`config.mk`:
```
export PLATFORM = sky130hd
export DESIGN_NAME = instr_fetch_unit
export DESIGN_NICKNAME = d
export VERILOG_FILES = /design/src/rtl/cpu_pkg.sv /design/src/rtl/instr_fetch_unit_pc_reg.sv /design/src/rtl/instr_fetch_unit.sv
export SDC_FILE = /design/constraint.sdc
export NUM_CORES = 1
export LEC_CHECK = 0
export ABC_AREA = 1
export BUFFER_PORTS_ARGS = -buffer_cell sky130_fd_sc_hd__buf_2
export CELL_PAD_IN_SITES_DETAIL_PLACEMENT = 1
export CELL_PAD_IN_SITES_GLOBAL_PLACEMENT = 1
export CORE_MARGIN = 10
export CORE_UTILIZATION = 38
export DETAILED_ROUTE_END_ITERATION = 16
export PLACE_DENSITY_LB_ADDON = 0.25
export SLEW_MARGIN = 25
export SYNTH_ARGS = -nofsm -noshare
export SYNTH_HDL_FRONTEND = slang
export SYNTH_HIERARCHICAL = 1
export SYNTH_SLANG_ARGS = --single-unit
export TNS_END_PERCENT = 10
```
`constraint.sdc`:
```
create_clock -name clk -period 3.05 [get_ports clk]
set_input_delay 0.61 -clock clk [delete_from_list [all_inputs] [get_ports clk]]
set_output_delay 0.61 -clock clk [all_outputs]
set_load 0.02 [all_outputs]
```
`src/rtl/cpu_pkg.sv`:
```
// Shared CPU definitions: fetch FSM states, reset/NOP constants and base opcodes.
// S_HALT exists only when FETCH_ALIGN_CHECK_EN is defined.
package cpu_pkg;

  localparam logic [31:0] RESET_PC_DEFAULT = 32'h0000_0000;
  localparam logic [31:0] NOP_WORD_DEFAULT = 32'h0000_0013;

  localparam logic [6:0] LUI   = 7'b0110111;
  localparam logic [6:0] AUIPC = 7'b0010111;
  localparam logic [6:0] JAL   = 7'b1101111;
  localparam logic [6:0] JALR  = 7'b1100111;
  localparam logic [6:0] BXX   = 7'b1100011;
  localparam logic [6:0] LXX   = 7'b0000011;
  localparam logic [6:0] SXX   = 7'b0100011;
  localparam logic [6:0] IXX   = 7'b0010011;
  localparam logic [6:0] RXX   = 7'b0110011;

`ifdef FETCH_ALIGN_CHECK_EN
  typedef enum logic [1:0] {S_REQ, S_WAIT, S_VALID, S_HALT} fetch_state_e;
`else
  typedef enum logic [1:0] {S_REQ, S_WAIT, S_VALID} fetch_state_e;
`endif

endpackage

```
`src/rtl/instr_fetch_unit_pc_reg.sv`:
```
// Program counter: reset load, redirect over sequential increment, 32-bit wrap.
// With FETCH_ALIGN_CHECK_EN defined it also flags misaligned redirect targets.
module pc_reg
  import cpu_pkg::*;
#(
  parameter logic [31:0] RESET_PC = RESET_PC_DEFAULT
) (
  input  logic        clk,
  input  logic        reset,
  input  logic        redirect_en,
  input  logic [31:0] redirect_pc,
  input  logic        incr_en,
`ifdef FETCH_ALIGN_CHECK_EN
  output logic        target_misaligned,
`endif
  output logic [31:0] pc
);

  // Adding 4 leaves pc[1:0] untouched, so a misaligned target stays misaligned.
  always_ff @(posedge clk) begin
    if (reset) begin
      pc <= RESET_PC;
    end else if (redirect_en) begin
      pc <= redirect_pc;
    end else if (incr_en) begin
      pc <= pc + 32'd4;
    end
  end

`ifdef FETCH_ALIGN_CHECK_EN
  assign target_misaligned = |redirect_pc[1:0];
`endif

endmodule

```
`src/rtl/instr_fetch_unit.sv`:
```
// Instruction fetch: owns the PC, single-outstanding imem request, valid/ready to decode.
// Define FETCH_ALIGN_CHECK_EN to halt with fetch_fault on a misaligned redirect target.
module instr_fetch_unit
  import cpu_pkg::*;
#(
  parameter logic [31:0] RESET_PC = RESET_PC_DEFAULT,
  parameter logic [31:0] NOP_WORD = NOP_WORD_DEFAULT
) (
  input  logic        clk,
  input  logic        reset,
  output logic        imem_req,
  output logic [31:0] imem_addr,
  input  logic        imem_rvalid,
  input  logic [31:0] imem_rdata,
  output logic        instr_valid,
  input  logic        instr_ready,
  output logic [31:0] instr,
  output logic [31:0] instr_pc,
  input  logic        redirect_valid,
  input  logic [31:0] redirect_pc,
  output logic        fetch_fault
);

  fetch_state_e state, state_d;
  logic         stale, stale_d;
  logic         redir_en, incr_en, load_instr;
  logic [31:0]  pc;
  logic [31:0]  instr_q, instr_pc_q;
`ifdef FETCH_ALIGN_CHECK_EN
  logic         target_misaligned;
  logic         fault_q, fault_d;
`endif

  pc_reg #(.RESET_PC(RESET_PC)) u_pc_reg (
    .clk         (clk),
    .reset       (reset),
    .redirect_en (redir_en),
    .redirect_pc (redirect_pc),
    .incr_en     (incr_en),
`ifdef FETCH_ALIGN_CHECK_EN
    .target_misaligned (target_misaligned),
`endif
    .pc          (pc)
  );

  // stale marks an outstanding request whose PC has been superseded by a redirect.
  always_comb begin
    state_d    = state;
    stale_d    = stale;
    redir_en   = 1'b0;
    incr_en    = 1'b0;
    load_instr = 1'b0;
`ifdef FETCH_ALIGN_CHECK_EN
    fault_d    = fault_q;
`endif
    case (state)
      S_REQ: begin
        state_d = S_WAIT;
        if (redirect_valid) begin
          redir_en = 1'b1;
          stale_d  = 1'b1;
        end
      end
      S_WAIT: begin
        if (redirect_valid) begin
          redir_en = 1'b1;
          if (imem_rvalid) begin
            state_d = S_REQ;
            stale_d = 1'b0;
          end else begin
            stale_d = 1'b1;
          end
        end else if (imem_rvalid) begin
          if (stale) begin
            stale_d = 1'b0;
            state_d = S_REQ;
          end else begin
            load_instr = 1'b1;
            state_d    = S_VALID;
          end
        end
      end
      S_VALID: begin
        if (redirect_valid) begin
          redir_en = 1'b1;
          state_d  = S_REQ;
        end else if (instr_ready) begin
          incr_en = 1'b1;
          state_d = S_REQ;
        end
      end
      default: begin
        // S_HALT: only reset leaves it; responses and redirects are ignored.
      end
    endcase
`ifdef FETCH_ALIGN_CHECK_EN
    if (redir_en && target_misaligned) begin
      state_d = S_HALT;
      stale_d = 1'b0;
      fault_d = 1'b1;
    end
`endif
  end

  always_ff @(posedge clk) begin
    if (reset) begin
      state      <= S_REQ;
      stale      <= 1'b0;
      instr_q    <= NOP_WORD;
      instr_pc_q <= RESET_PC;
    end else begin
      state <= state_d;
      stale <= stale_d;
      if (load_instr) begin
        instr_q    <= imem_rdata;
        instr_pc_q <= pc;
      end
    end
  end

`ifdef FETCH_ALIGN_CHECK_EN
  always_ff @(posedge clk) begin
    if (reset) begin
      fault_q <= 1'b0;
    end else begin
      fault_q <= fault_d;
    end
  end
  assign fetch_fault = fault_q && !reset;
`else
  assign fetch_fault = 1'b0;
`endif

  // Outputs are gated by reset so they show reset values for the whole reset cycle.
  assign imem_req    = !reset && (state == S_REQ);
  assign imem_addr   = reset ? RESET_PC : pc;
  assign instr_valid = !reset && (state == S_VALID);
  assign instr       = instr_valid ? instr_q : NOP_WORD;
  assign instr_pc    = reset ? RESET_PC : instr_pc_q;

endmodule

```
# Word level (Yosys, flattened, before mapping)
# Cells that the tools add are included.
totals:
  input_bits: 69
  ramBits: 0
  word_cells: 48
  mem_count: 0
  rom_bits: 0
  register_bits: 99
  out_inout_bits: 99
  latchBits: 0
classes:
  n_eq_ne: 6
  mux: 26
  n_lt_le_gt_ge: 0
  shifts: 0
  bitwise_logic: 0
  n_addsub: 1
  div_mod_pow: 0
  n_mul: 0
  reduce_logical: 10
op_table:
  columns: ["op", "count"]
  rows:
  - ["$mux 32", 5]
  - ["$add 32x3->32 const B", 1]
  - ["$mux 1", 13]
  - ["$mux 2", 6]
  - ["$ne 3x3->1 const B", 2]
  - ["$pmux 2 s3", 1]
  - ["$reduce_and 3->1", 2]
  - ["$ne 2x2->1 const B", 2]
  - ["$reduce_bool 2->1", 2]
  - ["$reduce_bool 3->1", 1]
  - ["$reduce_or 3->1", 1]
  - ["$eq 2x1->1 const B", 1]
  - ["$eq 2x2->1 const B", 1]
  - ["$logic_and 1x1->1", 2]
  - ["$logic_not 2->1", 1]
  - ["$pmux 1 s2", 1]
  - ["$logic_not 1->1", 1]

# Longest topological paths before layout
depth:
  word_depth: 5
  mapped_depth: 10

# Cells and area by module
# The synthesis kept the hierarchy.
by_module_without_submodules:
  columns: ["mod", "seq_area_each_um2", "cells_per_inst", "area_per_inst_um2", "instances"]
  rows:
  - ["instr_fetch_unit", 1341.3, 530, 3304.4, 1]
  - ["pc_reg", 640.6, 331, 2107.0, 1]

# Least setup slack after synthesis
# OpenSTA, ideal clock, no wires.
synth_path:
  kind: "input to output"
  from: "input reset"
  to: "output instr[11]"
  n_path_buf: 1
  setup_slack_ns: 0.884
  cell_stages: 4
  t_arrival_ns: 1.556
  t_required_ns: 2.440
  cell_sequence: "nor2_1 -> inv_2 -> clkbuf_1 -> nor2_1"
synth_via:
  elab_chain_len: 3
synth_rtl:
  columns: ["item", "line", "rtl"]
  rows:
  - ["from (decl)", "instr_fetch_unit.sv:10", "input logic reset,"]
  - ["$logic_not 1->1", "instr_fetch_unit.sv:137", "assign instr_valid = !reset && (state == S_VALID);"]
  - ["$logic_and 1x1->1", "instr_fetch_unit.sv:137", null]
  - ["$mux 32", "instr_fetch_unit.sv:138", "assign instr = instr_valid ? instr_q : NOP_WORD;"]
  - ["to (decl)", "instr_fetch_unit.sv:17", "output logic [31:0] instr,"]
# No other way between the ends.

# Worst setup path in the final report
layout_path:
  from: "register state[0]"
  to: "output instr[1]"
layout_via:
  elab_chain_len: 3
layout_rtl:
  columns: ["item", "line", "rtl"]
  rows:
  - ["from (decl)", "instr_fetch_unit.sv:24", "fetch_state_e state, state_d;"]
  - ["from (signal assigned)", "instr_fetch_unit.sv:112", "state <= state_d;"]
  - ["$eq 2x2->1", "instr_fetch_unit.sv:137", null]
  - ["$logic_and 1x1->1", "instr_fetch_unit.sv:137", null]
  - ["$mux 32", "instr_fetch_unit.sv:138", null]
# No other way between the ends.

==> qor.csv <==
stage,metric,value,unit
status,status,"finished, final reports clean",
clock_network,post_cts_resized,0,
routing,via_per_inst,4.72,
yosys,yosys.cell_types.count,33,
critical_path,r2r_end,u_pc_reg/pc[28]$_SDFFE_PP0N_,
yosys,synth_ff_type,dfxtp_1,
routing,wl_per_cell,15.2,um
global_route,grt_pass1_vias,5678,
clock_network,cts-hold-fix-buffers,0,
timing,fin_crit_sh,84.5,%
yosys,yosysMostFrequentCell,nor2_1,
routing,antenna_left,0,
clock_network,cts.sinks,99,
timing,final.setup.worst_slack,0.474,ns
yosys,synth_cells,861,
power_and_ir_drop,p_seq_share,45.4,%
power_and_ir_drop,clockPowerShare,30.2,%
cells_and_area,diodes,0,
power_and_ir_drop,ir_drop,0.342,mV
clock_network,cts-root-buf,clkbuf_16,
critical_path,critPathArrivalTime,1.97,ns
floorplan,coreArea,0.0139,mm^2
clock_network,cts_setup_buffers,0,
global_route,overflow,0,
power_and_ir_drop,pwr-share-comb,24.4,%
timing,drv_slew,0,
routing,drtIter0Drc,227,
yosys,ys_seq_area_share,36.6,%
worst_hold_path,hp-class,primary input to register,
clock_network,clockBufferDepth,2,
yosys,yosysWarnings,6,
critical_path,required,2.44,ns
critical_path,endpoint_kind,output pin,
flow_run,cap_viol_max_count,0,
floorplan,die-width,139,um
clock_network,numCtsBuffers,9,
global_route,antenna_found_initial,0,
timing,fin_setup_tns,0,ns
timing,tightest_slew,0.597,ns
global_route,grt_first_pass_wirelength,29500,um
yosys,synth-edff-count,0,
critical_path,rrSetupSlack,0.95,ns
cells_and_area,area_growth,21.6,%
timing,setup_viol_count_final,0,
floorplan,io_pins,168,
placed_design,post-dp-hpwl,13700,um
power_and_ir_drop,p_int,2320,uW
routing,drtPass1Iterations,4,
cells_and_area,drive_above_1_share,21.7,%
yosys,synth_seq_cells,99,
floorplan,dieArea,0.0194,mm^2
timing,rsz0062_at_grt,false,
clock_network,worstSkewPairLatency,0.35,ns
worst_hold_path,hold_depth,3,
routing,post-route-drc-count,0,
floorplan,core.rowCount,43,
power_and_ir_drop,p_sw_share,34.5,%
yosys,synth_common_cells,"nor2_1 (262), inv_1 (131), nand2_1 (112)",
timing,finClkSkew,0.00799,ns
routing,via_count,5608,
global_route,gr-usage-all-layers,18.3,%
critical_path,crit_fanout,32,
placed_design,routabilityCongestion,0.814,
yosys,synthArstFlopShare,0,%
timing,slew_headroom,60.2,%
floorplan,fp.dieH,139,um
cells_and_area,final_nets,1080,
floorplan,initial_utilization,38.8,%
yosys,synth_top_area_share,36.6,%
clock_network,clk_pin_slew,0.07,ns
yosys,yosys.area.top_type,dfxtp_1,
critical_path,reg2reg_depth,10,
yosys,yosys-top-cells-area,"dfxtp_1 (37%), nor2_1 (18%), inv_1 (9.1%)",
timing,fmax,388,MHz
yosys,syn_avg_cell_area,6.29,um^2
timing,finalHoldViolCount,0,
power_and_ir_drop,powerDensity,537,mW/mm^2
clock_network,htree_levels,3,
critical_path,worstSetupPathType,register to output pin,
critical_path,cp-start-kind,register,
global_route,grt_max_degree,92,
critical_path,endpoint,instr[1],
clock_network,cts_tree,yes,
yosys,syn_area,0.00541,mm^2
timing,hold_slack,0.471,ns
power_and_ir_drop,p_sw,1220,uW
power_and_ir_drop,p_leak,0.00292,uW
routing,drt-total-wl,18100,um
yosys,synth_fp_nets,936,
placed_design,portBuffers,166,
placed_design,place_ws,0.746,ns
timing,final.min_clock_period,2.58,ns
critical_path,startpoint,state[0]$_SDFFE_PP0P_,
critical_path,r2r_start,state[0]$_SDFFE_PP0P_,
==> how the worst min path moves through the flow <==
| stage | from | endpoint | slack, ns |
|---|---|---|---|
| finish | imem_rdata[1] | instr_q[1]$_SDFFE_PP1P_ | 0.47 |
| global route | imem_rdata[4] | instr_q[4]$_SDFFE_PP1P_ | 0.48 |
| CTS | imem_rdata[4] | instr_q[4]$_SDFFE_PP1P_ | 0.46 |
| detailed placement | instr_q[4]$_SDFFE_PP1P_ | instr_q[4]$_SDFFE_PP1P_ | 0.46 |
| global placement | instr_q[1]$_SDFFE_PP1P_ | instr_q[1]$_SDFFE_PP1P_ | 0.45 |
| floorplan | instr_q[4]$_SDFFE_PP1P_ | instr_q[4]$_SDFFE_PP1P_ | 0.43 |
==> metal layers <==
layer / part of all wire, % / global-route usage (%) / routed length (um) / vias to the layer above
met2: 48 / 30.9 / 8680 / 126
met5: 0 / 0 / 0 / -
met4: 1.4 / 4.56 / 245 / 0
met1: 45 / 22.4 / 8200 / 2551
li1: - / - / - / 2911
met3: 5.4 / 4.76 / 982 / 20
==> kinds of logic (layout without fill, tap and decap cells) <==
kind of cell             after synthesis  after routing  synth area share [%]
AND/OR/NAND/NOR                      447            447                  34.3
buffers and inverters                178            326                  14.0
AO/OA/AOI/OAI                        124            124                  12.6
flip-flops                            99             99                  36.6
adder cells (fa/ha/maj)                6              6                  1.39
XOR/XNOR                               6              6                 0.971
other                                  1              1                0.0693
==> cell usage in the layout, fill, tap and decap left out <==
cell type / netlist / final
nor2_1: 262 / 261
buf_2: 15 / 166
inv_1: 131 / 131
nand2_1: 112 / 112
dfxtp_1: 99 / 99
o21ai_0: 50 / 50
nand3_1: 42 / 42
a21oi_1: 25 / 25
o21ai_1: 21 / 21
a22oi_1: 20 / 20
clkbuf_16: 0 / 9
buf_4: 2 / 8
nor2_4: 8 / 8
nor2_2: 5 / 6
ha_1: 6 / 6
nand2_2: 5 / 5
a31oi_1: 5 / 5
xor2_1: 5 / 5
inv_2: 4 / 4
clkinvlp_4: 0 / 4
or2_1: 3 / 3
or2_2: 3 / 3
and2_1: 3 / 3
clkinv_4: 1 / 2
nand2_4: 2 / 2
o21bai_1: 2 / 2
conb_1: 1 / 1
clkinv_2: 0 / 1
buf_12: 0 / 1
nand3b_1: 1 / 1
xnor2_1: 1 / 1
o211ai_1: 1 / 1
nor3_1: 1 / 1
==> final cells by class <==
cell class / instances / area [um^2]
Multi-Input combinational cell: 584 / 2680
Fill cell: 1965 / 7360
Sequential cell: 99 / 1980
Clock buffer: 9 / 225
Inverter: 136 / 515
Tap cell: 180 / 225
Clock inverter: 6 / 43.8
Timing Repair Buffer: 175 / 911
==> power by group through the flow <==
stage               Combinational, uW  Clock [uW]  Sequential (uW)
finish                            863        1070             1610
global route                      999        1150             1630
CTS                               880        1100             1610
detailed placement                876           0             1640
global placement                  853           0             1630
floorplan                         650           0             1590
==> per-stage QoR <==
step / area [um^2] / util (%) / cells / total power [uW]
2_1_floorplan: 5410 / - / 861 / 2240
3_3_place_gp: 6310 / 45.3 / 1174 / 2480
3_5_place_dp: 6310 / 45.3 / 1174 / 2510
4_1_cts: 6580 / 47.2 / 1189 / 3590
5_1_grt: 6580 / 47.2 / 1189 / 3780
6_report: 6580 / 47.2 / 1189 / 3540
==> critical path, stage by stage, from the launching register on <==
cell	delay (ns)
dfxtp_1	0.35
inv_1	0.11
ha_1	0.20
inv_1	0.05
nor2_1	0.17
inv_2	0.23
or2_2	0.34
buf_2	0.16
(Power assumes the default switching activity.)
